<file path="src/rtl/esfa_bench_pkg.sv">
// Shared types and default sizing for the ESFA benchmark driver.
package esfa_bench_pkg;

  typedef enum logic [2:0] {
    ST_IDLE,
    ST_ISSUE,
    ST_RUN,
    ST_GAP,
    ST_DONE
  } state_t;

  localparam int unsigned DEF_NUM_RUNS    = 16;
  localparam int unsigned DEF_ACK_TIMEOUT = 256;
  localparam int unsigned DEF_RUN_TIMEOUT = 65536;
  localparam int unsigned DEF_GAP_CYCLES  = 4;
  localparam int unsigned DEF_CYC_W       = 32;
  localparam int unsigned DEF_CNT_W       = 16;

endpackage

</file>
<file path="src/rtl/esfa_sat_counter.sv">
// Saturating counter: clear, increment and add in one cycle.
// clear together with inc loads 1; the result sticks at all-ones instead of wrapping.
module esfa_sat_counter
  import esfa_bench_pkg::*;
#(
  parameter int unsigned W = DEF_CNT_W
) (
  input  logic         clk,
  input  logic         reset,
  input  logic         clear,
  input  logic         inc,
  input  logic         add,
  input  logic [W-1:0] add_val,
  output logic [W-1:0] count
);

  logic [W-1:0] base;
  logic [W-1:0] addend;
  logic [W:0]   sum;
  logic [W-1:0] count_next;

  // Next value: clear first, then add operands with a carry bit for saturation
  always_comb begin
    base       = clear ? '0 : count;
    addend     = add ? add_val : '0;
    sum        = {1'b0, base} + {1'b0, addend} + {{W{1'b0}}, inc};
    count_next = sum[W] ? '1 : sum[W-1:0];
  end

  // Counter register
  always_ff @(posedge clk) begin
    if (reset) count <= '0;
    else       count <= count_next;
  end

endmodule

</file>
<file path="src/rtl/esfa_benchmark_driver.sv">
// ESFA benchmark run initiator: issues NUM_RUNS runs over the
// doRun/isRunning/wasSuccessful handshake, times each run and tallies results.
module esfa_benchmark_driver
  import esfa_bench_pkg::*;
#(
  parameter int unsigned NUM_RUNS    = DEF_NUM_RUNS,
  parameter int unsigned ACK_TIMEOUT = DEF_ACK_TIMEOUT,
  parameter int unsigned RUN_TIMEOUT = DEF_RUN_TIMEOUT,
  parameter int unsigned GAP_CYCLES  = DEF_GAP_CYCLES,
  parameter int unsigned CYC_W       = DEF_CYC_W,
  parameter int unsigned CNT_W       = DEF_CNT_W
) (
  input  logic             clk,
  input  logic             reset,
  input  logic             start,
  output logic             doRun,
  input  logic             isRunning,
  input  logic             wasSuccessful,
  output logic             busy,
  output logic             done,
  output logic             error,
  output logic [CNT_W-1:0] passCount,
  output logic [CNT_W-1:0] failCount,
  output logic [CYC_W-1:0] lastCycles,
  output logic [CYC_W-1:0] totalCycles
);

  localparam int unsigned IDX_W = $clog2(NUM_RUNS + 1);
  localparam int unsigned GAP_W = $clog2(GAP_CYCLES + 1);
  localparam logic [CYC_W-1:0] ACK_LAST  = CYC_W'(ACK_TIMEOUT - 1);
  localparam logic [CYC_W-1:0] RUN_LIMIT = CYC_W'(RUN_TIMEOUT);
  localparam logic [IDX_W-1:0] IDX_LAST  = IDX_W'(NUM_RUNS - 1);
  localparam logic [GAP_W-1:0] GAP_LAST  = GAP_W'(GAP_CYCLES - 1);

  state_t           state, next_state;
  logic             armed;
  logic [IDX_W-1:0] run_idx;
  logic [GAP_W-1:0] gap_cnt;
  logic [CYC_W-1:0] ack_cnt;
  logic [CYC_W-1:0] run_cnt;
  logic             start_campaign, ack, complete, timeout;

  // State register
  always_ff @(posedge clk) begin
    if (reset) state <= ST_IDLE;
    else       state <= next_state;
  end

  // Next state, handshake outputs and per-cycle event strobes
  always_comb begin
    next_state     = state;
    start_campaign = 1'b0;
    ack            = 1'b0;
    complete       = 1'b0;
    timeout        = 1'b0;
    doRun          = (state == ST_ISSUE);
    busy           = (state == ST_ISSUE) || (state == ST_RUN) || (state == ST_GAP);
    done           = (state == ST_DONE);
    case (state)
      ST_IDLE: begin
        if (start) begin
          start_campaign = 1'b1;
          next_state     = ST_ISSUE;
        end
      end
      ST_ISSUE: begin
        if (isRunning) begin
          ack        = 1'b1;
          next_state = ST_RUN;
        end else if (ack_cnt == ACK_LAST) begin
          timeout    = 1'b1;
          next_state = ST_DONE;
        end
      end
      ST_RUN: begin
        // Release is checked before the limit so a tie counts as a completed run
        if (!isRunning) begin
          complete   = 1'b1;
          next_state = (run_idx == IDX_LAST) ? ST_DONE : ST_GAP;
        end else if (run_cnt == RUN_LIMIT) begin
          timeout    = 1'b1;
          next_state = ST_DONE;
        end
      end
      ST_GAP: begin
        if (!isRunning && gap_cnt == GAP_LAST) next_state = ST_ISSUE;
      end
      ST_DONE: begin
        if (start && armed) begin
          start_campaign = 1'b1;
          next_state     = ST_ISSUE;
        end
      end
      default: next_state = ST_IDLE;
    endcase
  end

  // Campaign bookkeeping: error flag, restart qualifier, run index, gap count, last run
  always_ff @(posedge clk) begin
    if (reset) begin
      error      <= 1'b0;
      armed      <= 1'b0;
      run_idx    <= '0;
      gap_cnt    <= '0;
      lastCycles <= '0;
    end else begin
      armed   <= (state == ST_DONE) && (armed || !start);
      gap_cnt <= (state == ST_GAP && !isRunning) ? gap_cnt + 1'b1 : '0;
      if (start_campaign) begin
        error      <= 1'b0;
        run_idx    <= '0;
        lastCycles <= '0;
      end else begin
        if (timeout) error <= 1'b1;
        if (complete) begin
          run_idx    <= run_idx + 1'b1;
          lastCycles <= run_cnt;
        end
      end
    end
  end

  esfa_sat_counter #(.W(CNT_W)) u_pass (
    .clk(clk), .reset(reset), .clear(start_campaign),
    .inc(complete && wasSuccessful), .add(1'b0), .add_val('0), .count(passCount)
  );

  esfa_sat_counter #(.W(CNT_W)) u_fail (
    .clk(clk), .reset(reset), .clear(start_campaign),
    .inc(complete && !wasSuccessful), .add(1'b0), .add_val('0), .count(failCount)
  );

  // Held at zero outside ISSUE so every issue window starts fresh
  esfa_sat_counter #(.W(CYC_W)) u_ack_timer (
    .clk(clk), .reset(reset), .clear(state != ST_ISSUE),
    .inc(state == ST_ISSUE), .add(1'b0), .add_val('0), .count(ack_cnt)
  );

  // Loads 1 on the acknowledge cycle, then counts busy cycles
  esfa_sat_counter #(.W(CYC_W)) u_run_timer (
    .clk(clk), .reset(reset), .clear(ack),
    .inc(ack || (state == ST_RUN && isRunning)), .add(1'b0), .add_val('0), .count(run_cnt)
  );

  esfa_sat_counter #(.W(CYC_W)) u_total (
    .clk(clk), .reset(reset), .clear(start_campaign),
    .inc(1'b0), .add(complete), .add_val(run_cnt), .count(totalCycles)
  );

endmodule

</file>
<file path="config.mk">
export PLATFORM = sky130hd
export DESIGN_NAME = esfa_benchmark_driver
export DESIGN_NICKNAME = d
export VERILOG_FILES = /design/src/rtl/esfa_bench_pkg.sv /design/src/rtl/esfa_sat_counter.sv /design/src/rtl/esfa_benchmark_driver.sv
export SDC_FILE = /design/constraint.sdc
export NUM_CORES = 1
export LEC_CHECK = 0
export ABC_CLOCK_PERIOD_IN_PS = 4250
export BUFFER_PORTS_ARGS = -buffer_cell sky130_fd_sc_hd__clkbuf_2
export CAP_MARGIN = 20
export CORE_MARGIN = 2
export CORE_UTILIZATION = 45
export CTS_CLUSTER_SIZE = 30
export DETAILED_ROUTE_END_ITERATION = 10
export PLACE_DENSITY_LB_ADDON = 0.1
export SYNTH_ARGS = -nofsm -noshare
export SYNTH_HDL_FRONTEND = slang
export SYNTH_SLANG_ARGS = --single-unit
</file>
<file path="constraint.sdc">
create_clock -name clk -period 4.25 [get_ports clk]
set_clock_uncertainty 0.05 [all_clocks]
set_input_delay 0.425 -clock clk [delete_from_list [all_inputs] [get_ports clk]]
set_output_delay 0.425 -clock clk [all_outputs]
set_load 0.02 [all_outputs]
</file>
# == Word-level counts from Yosys, hierarchy flattened ==
# Cells that the tools add are included.
# classes
n_mux,32
n_eq_ne,14
n_addsub,7
n_reduce_logical,18
n_bitwise,1
# ops
cell,n
two-way mux 32 bit,7
adder 32 x 1 -> 33 bit,2
two-way mux 16 bit,4
adder 16 x 1 -> 17 bit,2
adder 32 x 32 -> 33 bit,1
== test 32 x 17 -> 1 bit (second input constant),1
== test 32 x 8 -> 1 bit (second input constant),1
two-way mux 3 bit,8
one-hot mux 3 bit (5 select lines),1
two-way mux 1 bit,10
== test 3 x 2 -> 1 bit (second input constant),3
logical AND 1 bit,7
adder 5 x 1 -> 5 bit (second input constant),1
== test 5 x 4 -> 1 bit (second input constant),1
AND reduction 5 bit,1
logical OR 1 bit,4
!= test 2 bit (second input constant),2
one-hot mux 1 bit (2 select lines),2
OR reduction 2 bit,2
adder 3 x 1 -> 3 bit (second input constant),1
== test 3 x 1 -> 1 bit (second input constant),1
== test 3 bit (second input constant),1
logical NOT 1 bit,3
logical NOT 3 bit,1
other kinds (5),5
# totals
in_bits,5
register_bits,173
out_inout_bits,100
wordCells,83

# == Longest topological paths before layout ==
# logic_depth
depth_word,6
mapped_depth,19
ltp_nobuf,14

# == Cells and area by module ==
# Synthesis repeated with hierarchy kept, for this count alone.
# unflattened
cells_unflattened,1767
hier_area_um2,14099.8
# modules_own_cells
mod,seq_area_each_um2,cells_per_inst,area_per_inst_um2,instances
esfa_sat_counter at u_run_timer ...,640.6,382,3035.4,2
esfa_sat_counter at u_fail ...,320.3,188,1565.3,2
esfa_sat_counter at u_ack_timer,640.6,376,2934.1,1
esfa_benchmark_driver,900.9,251,1964.4,1

# == Worst setup path after synthesis ==
# OpenSTA, ideal clock, no wires.
# synth_timing
path_kind,flip-flop to flip-flop
start,register state[1]
end,register u_total.count[1]
n_path_buf,5
synth_period_minus_slack_ns,4.013
path_stages_with_launch,19
arrival_ns,3.893
path_slack_ns,0.237
setup_time_ns,0.070
required_time_ns,4.130
cell_sequence,dfxtp_1 buf_2 nor3b_1 and2_1 clkbuf_1 buf_1 nand2_1 inv_1 ha_1 clkbuf_1 nand4_1 inv_1 nand3_1 a2111oi_0 nor2_1 o31ai_1 a31oi_1 clkbuf_1 a21oi_1
# synth_via
elab_chain_len,5
word_cells_on_any_way,9
classes_between,1 x add/sub; 2 x eq/ne; 5 x mux; 1 x reduce/logical
# synth_rtl
element,line_no,rtl
from (decl),esfa_benchmark_driver.sv:35,"state_t state, next_state;"
from (signal assigned),esfa_benchmark_driver.sv:46,else state <= next_state;
== test 3 bit (tied with other cells),esfa_benchmark_driver.sv:59,case (state)
one-hot mux 1 bit (2 select lines) / two-way mux 1 bit (equally long branches),esfa_benchmark_driver.sv:59,
"two-way mux 32 bit, on equally long branches","esfa_sat_counter.sv:24, esfa_sat_counter.sv:25",
adder 32 x 32 -> 33 bit (*),esfa_sat_counter.sv:26,"sum = {1'b0, base} + {1'b0, addend} + {{W{1'b0}}, inc};"
two-way mux 32 bit (*),esfa_sat_counter.sv:27,count_next = sum[W] ? '1 : sum[W-1:0];
to (signal assigned),esfa_sat_counter.sv:33,else count <= count_next;
to (decl),esfa_sat_counter.sv:14,output logic [W-1:0] count
# Every way passes the cells marked *; elsewhere a longest branch is shown, timed or not.
# A chain may end at the register's enable or synchronous reset.

# == Final worst setup path ==
# layout_timing
start,register state[1]
end,register u_total.count[30]
# The elaborated chain is that of the path after synthesis.

==> impl_results.md <==
* Outcome: finished, final reports clean
* Minimum setup slack after placement at 0.1260 ns
* Synthesized-area fraction occupied by ao, oa, aoi and oai cells at 0.1624
* Via count at 8392
* Endpoint, Worst Hold: armed
* Proportion of layout cells with a drive suffix above 1 at 0.1464
* Detailed Route Iter0 Violations at 510
* Antenna fix cells at 0
* Leakage at roughly 4.6 nW
* Reg2Reg Depth at 15
* Clock insertion delay at the later pin of the skew report at 0.43 ns
* Combinational family with the most area after synthesis: simple AND/OR/NAND/NOR gates
* Critical Path AT at around 4 ns
* Switching share of total power at 0.2724
* Number of hold violations in the final report at 0
* Yosys warning count at 0
* Synthesized cell area at between 0.009 and 0.01 mm²
* Min-Delay Startpoint: start
* Number of global-route vias before repair at 7724
* Number of flops mapped to enable cells by yosys at 0
* Slew @ Worst Pin at approximately 0.83 ns
* Hold crit path type: in2reg
* Clock Power Share at 0.438
* Power Internal at 2.748 mW
* Number of setup violations in the final report at 0
* Reg2reg end: u_total.count[30]
* Met2 Routed Length at 10770 µm
* Net count of the mapped netlist at 1249
* Number of levels in the clock H-tree at 4
* Num Clock Sinks at around 170
* Share of synthesized cell area in and, or, nand and nor gates at 0.2573
* Share of the cycle needed by the critical path after routing at 0.9138
* Clock buffer count from CTS at 17
* Post-route ant nets at 0
* Startpoint of the worst-slack reg-to-reg timing path: state[1]
* Setup repair after global routing missed its margin: no
* Share of power burned in registers at 0.442
* Wire length on met3 at 860 µm
* Number of instances in the synthesized netlist at 1200
* Longest Clk Path Bufs at 2
* Cell mode on critical path: sky130_fd_sc_hd__nor2_1
* Critical Path Stages at 15
* Wl on met1 at roughly 12000 µm
* Die X-Extent at 148.9 µm
* Clock root buffer master: sky130_fd_sc_hd__clkbuf_16
* Average wire length per cell after detail routing at 15.00 µm
* Kind of cell adding the most delay to the critical path: compound AO/OA/AOI/OAI gates
* Die outline area at roughly 0.022 mm²
* Wire length after detailed routing at 23520 µm
* Area share of the largest cell type after synthesis at 0.3668
* Dominant synthesized flop cell: sky130_fd_sc_hd__dfxtp_1
* DR vias/cell at about 5.4
* Area growth from synthesis to layout at 15.32%
* Crit path launch type: register
* Setup TNS at 0 ns
* Synthesized area per cell at roughly 8 µm²
* Max-slew violation count at 0
* Arithmetic-cell share of the synthesized area counting full adders, half adders and majority gates at 0.05910
* Max Fanout on Critical Path at 19
* Peak clock frequency supported by timing at ~260 MHz
* Share of async-settable or async-resettable flops after synthesis at 0
* Register bit count reported by yosys at 173
* Initial core utilization at 0.4622
* Element type at the critical path end: register
* Type of the worst setup path: reg2reg
* Worst hold path depth at 3
* TritonCTS clock tree: done
* Post-synthesis xor/xnor area fraction at 0.09646
* Part of the Yosys area used for sequential elements at 0.3668
* CP max stage cell: sky130_fd_sc_hd__fa_1
* CTS Hold Bufs at 0
* HPWL reported at the end of detailed placement at about 17000 µm
* Max transition margin at 0.4469
* Maximum number of pins on one net before global-route repair at 71
* DRC Markers at 0
* Number of detailed-route iterations in the first pass at 6
* Worst reg2reg setup slack at 0.37 ns
* Worst-path clk slew at about 0.07 ns
* NetSw at 1.029 mW
* Ordered cell list for the critical path: nor2_1 > nand3_4 > and2_1 > ha_1 > fa_1 > a21oi_1 > nor2_1 > o21ai_1 > a2111oi_1 > buf_4 > nor2_1 > o31ai_1 > a31oi_2 > buf_4 > a21oi_1
* Buf+Inv Stages, Crit Path at 2
* Global routing usage summed across all routing layers at 0.2168
* Die boundary height at roughly 150 µm
* Highest metal layer with signal wires: met4
* Smallest setup slack after layout at 0.3662 ns
* NumNets Final at approximately 1300
* Distinct cells, synth at 64
* Number of placed I/O pins at roughly 110
* Area of the core region at 0.02043 mm²
* Critical Path Max Stage Delay at 0.42 ns
* Buffers on Ports at 104
* Cell type with the largest total area after synthesis: sky130_fd_sc_hd__dfxtp_1
* Max-cap violations at 0
* Final period demand of the worst path at around 3.9 ns
* Standard-cell rows at between 50 and 60
* Final weighted congestion in routability-driven placement at ~0.85
* Global-route wire length before repair at 39020 µm
* Multiplexer share of the synthesized area at 0.002253
* Global route overflow at 0
* Relative contribution of combinational cells to total power at 0.120
* Max rail drop VDD at 0.2740 mV
* Data required time at the worst endpoint at about 4.5 ns
* Power per cell area at 346.8 mW/mm²
* Antenna violations before repair at 0
* Largest cells by area after synthesis: sky130_fd_sc_hd__dfxtp_1 (37%), sky130_fd_sc_hd__a21oi_1 (8.9%), sky130_fd_sc_hd__nand2_1 (8.1%)
[routing by layer]
| layer | vias to the layer above | global-route usage |
|---|---|---|
| met1 | 3919 | 0.3068 |
| met3 | 17 | 0.03089 |
| met4 | 0 | 0.05286 |
| met2 | 147 | 0.3498 |
| met5 | - | 0 |
| li1 | 4309 | - |
[power groups by stage]
stage	clock, mW	combinational (mW)	sequential, mW
after floorplan	0	0.335	1.69
after detailed placement	0	0.453	1.71
after global placement	0	0.450	1.70
final	1.65	0.452	1.67
after global routing	1.76	0.499	1.67
after CTS	1.69	0.452	1.67
[registers in the layout (all words and copies together) (netlist names)]
| signal | flops |
|---|---|
| armed | 1 |
| gap_cnt | 3 |
| state | 3 |
| error | 1 |
| u_fail.count | 16 |
| u_run_timer.count | 32 |
| u_ack_timer.count | 32 |
| run_idx | 5 |
| u_total.count | 32 |
| u_pass.count | 16 |
| lastCycles | 32 |
[cells by family after synthesis]
kind of cell               count (synthesis)
adders and majority gates                 44
muxes                                      2
and+or+nand+nor                          481
xor gates and xnor gates                 104
buffers and inverters                    130
AOI/OAI and AO/OA                        266
DFF                                      173
[worst reg2reg max path: stages (launching register included)]
cell and delay [ns]:
sky130_fd_sc_hd__dfxtp_1 0.38, sky130_fd_sc_hd__nor2_1 0.30, sky130_fd_sc_hd__nand3_4 0.26, sky130_fd_sc_hd__and2_1 0.25
sky130_fd_sc_hd__ha_1 0.21, sky130_fd_sc_hd__fa_1 0.42, sky130_fd_sc_hd__a21oi_1 0.22, sky130_fd_sc_hd__nor2_1 0.09
sky130_fd_sc_hd__o21ai_1 0.33, sky130_fd_sc_hd__a2111oi_1 0.16, sky130_fd_sc_hd__buf_4 0.16, sky130_fd_sc_hd__nor2_1 0.14
sky130_fd_sc_hd__o31ai_1 0.13, sky130_fd_sc_hd__a31oi_2 0.28, sky130_fd_sc_hd__buf_4 0.25, sky130_fd_sc_hd__a21oi_1 0.10
[worst max-delay path by stage]
stage | start | to | slack, ns
2_1_floorplan | state[1] | u_total.count[1] | 0.24
3_3_place_gp | state[1] | u_total.count[29] | 0.23
3_5_place_dp | state[1] | u_total.count[30] | 0.13
4_1_cts | state[1] | u_total.count[30] | 0.1
5_1_grt | state[1] | u_total.count[29] | 0.03
6_report | state[1] | u_total.count[30] | 0.37
[stage by stage]
stage / hold WS, ns / power, mW / std cells / utilization / instance area (µm²)
6_report: 0.3197 / 3.776 / 1568 / 0.5330 / 10890
4_1_cts: 0.2760 / 3.814 / 1568 / 0.5324 / 10880
3_3_place_gp: 0.3636 / 2.154 / 1538 / 0.5025 / 10260
3_5_place_dp: 0.3634 / 2.159 / 1538 / 0.5025 / 10260
5_1_grt: 0.3475 / 3.929 / 1568 / 0.5330 / 10890
2_1_floorplan: 0.3491 / 2.025 / 1200 / - / 9443
[layout by cell type (no fill, tap or decap), drive strengths merged, types with 3 or more instances in the layout]
cell      instances
dfxtp           173
o211ai            4
nor2             55
inv              65
o21bai            4
xnor2            60
nor4b             4
o31ai             3
clkbuf          123
xor2             44
nor3b             5
clkinv            3
a211oi           11
nor3             22
nand2b            9
and2             44
bufinv            4
a21oi           179
nor2b             4
o21ai            26
clkinvlp          3
or3               4
nor4             19
nand4            32
and3             15
and4              6
a21o              8
nand3            47
o21a              5
buf              30
ha               43
nand2           203
or4               4
a31oi            10
[Yosys cell counts (3+ instances only)]
cell,number
sky130_fd_sc_hd__o21a_1,5
sky130_fd_sc_hd__a21o_1,8
sky130_fd_sc_hd__ha_1,43
sky130_fd_sc_hd__nand4_1,28
sky130_fd_sc_hd__xor2_1,44
sky130_fd_sc_hd__nand2_1,203
sky130_fd_sc_hd__a21oi_2,12
sky130_fd_sc_hd__nor3_1,21
sky130_fd_sc_hd__and2_1,44
sky130_fd_sc_hd__nand3_1,47
sky130_fd_sc_hd__nand4_2,3
sky130_fd_sc_hd__clkbuf_1,51
sky130_fd_sc_hd__inv_1,64
sky130_fd_sc_hd__xnor2_1,60
sky130_fd_sc_hd__nor4_4,3
sky130_fd_sc_hd__nor2_1,55
sky130_fd_sc_hd__nor4b_1,4
sky130_fd_sc_hd__buf_1,7
sky130_fd_sc_hd__and3_1,15
sky130_fd_sc_hd__nor4_1,16
sky130_fd_sc_hd__o31ai_1,3
sky130_fd_sc_hd__o211ai_1,4
sky130_fd_sc_hd__a31oi_1,10
sky130_fd_sc_hd__or3_1,4
sky130_fd_sc_hd__or4_1,3
sky130_fd_sc_hd__nor3b_1,5
sky130_fd_sc_hd__and4_1,6
sky130_fd_sc_hd__nor2b_1,4
sky130_fd_sc_hd__buf_6,4
sky130_fd_sc_hd__o21ai_0,26
sky130_fd_sc_hd__dfxtp_1,173
sky130_fd_sc_hd__a211oi_1,11
sky130_fd_sc_hd__nand2b_1,8
sky130_fd_sc_hd__a21oi_1,167
sky130_fd_sc_hd__o21bai_1,4
[timing repair]
| item | in CTS | in global routing |
|---|---|---|
| resized for setup | 0 | 4 |
| buffers inserted | 0 | 0 |
| setup endpoints to repair | 0 | 32 |
[cell type report]
cell class,instances,area (µm²)
Multi-Input combinational cell,897,5478
Tap cell,270,337.8
Clock buffer,20,446.7
Clock inverter,10,165.2
Sequential cell,173,3463
Fill cell,2011,9540
Inverter,65,245.2
Timing Repair Buffer,133,753.2
No activity file was read; power rests on OpenSTA's default activity.
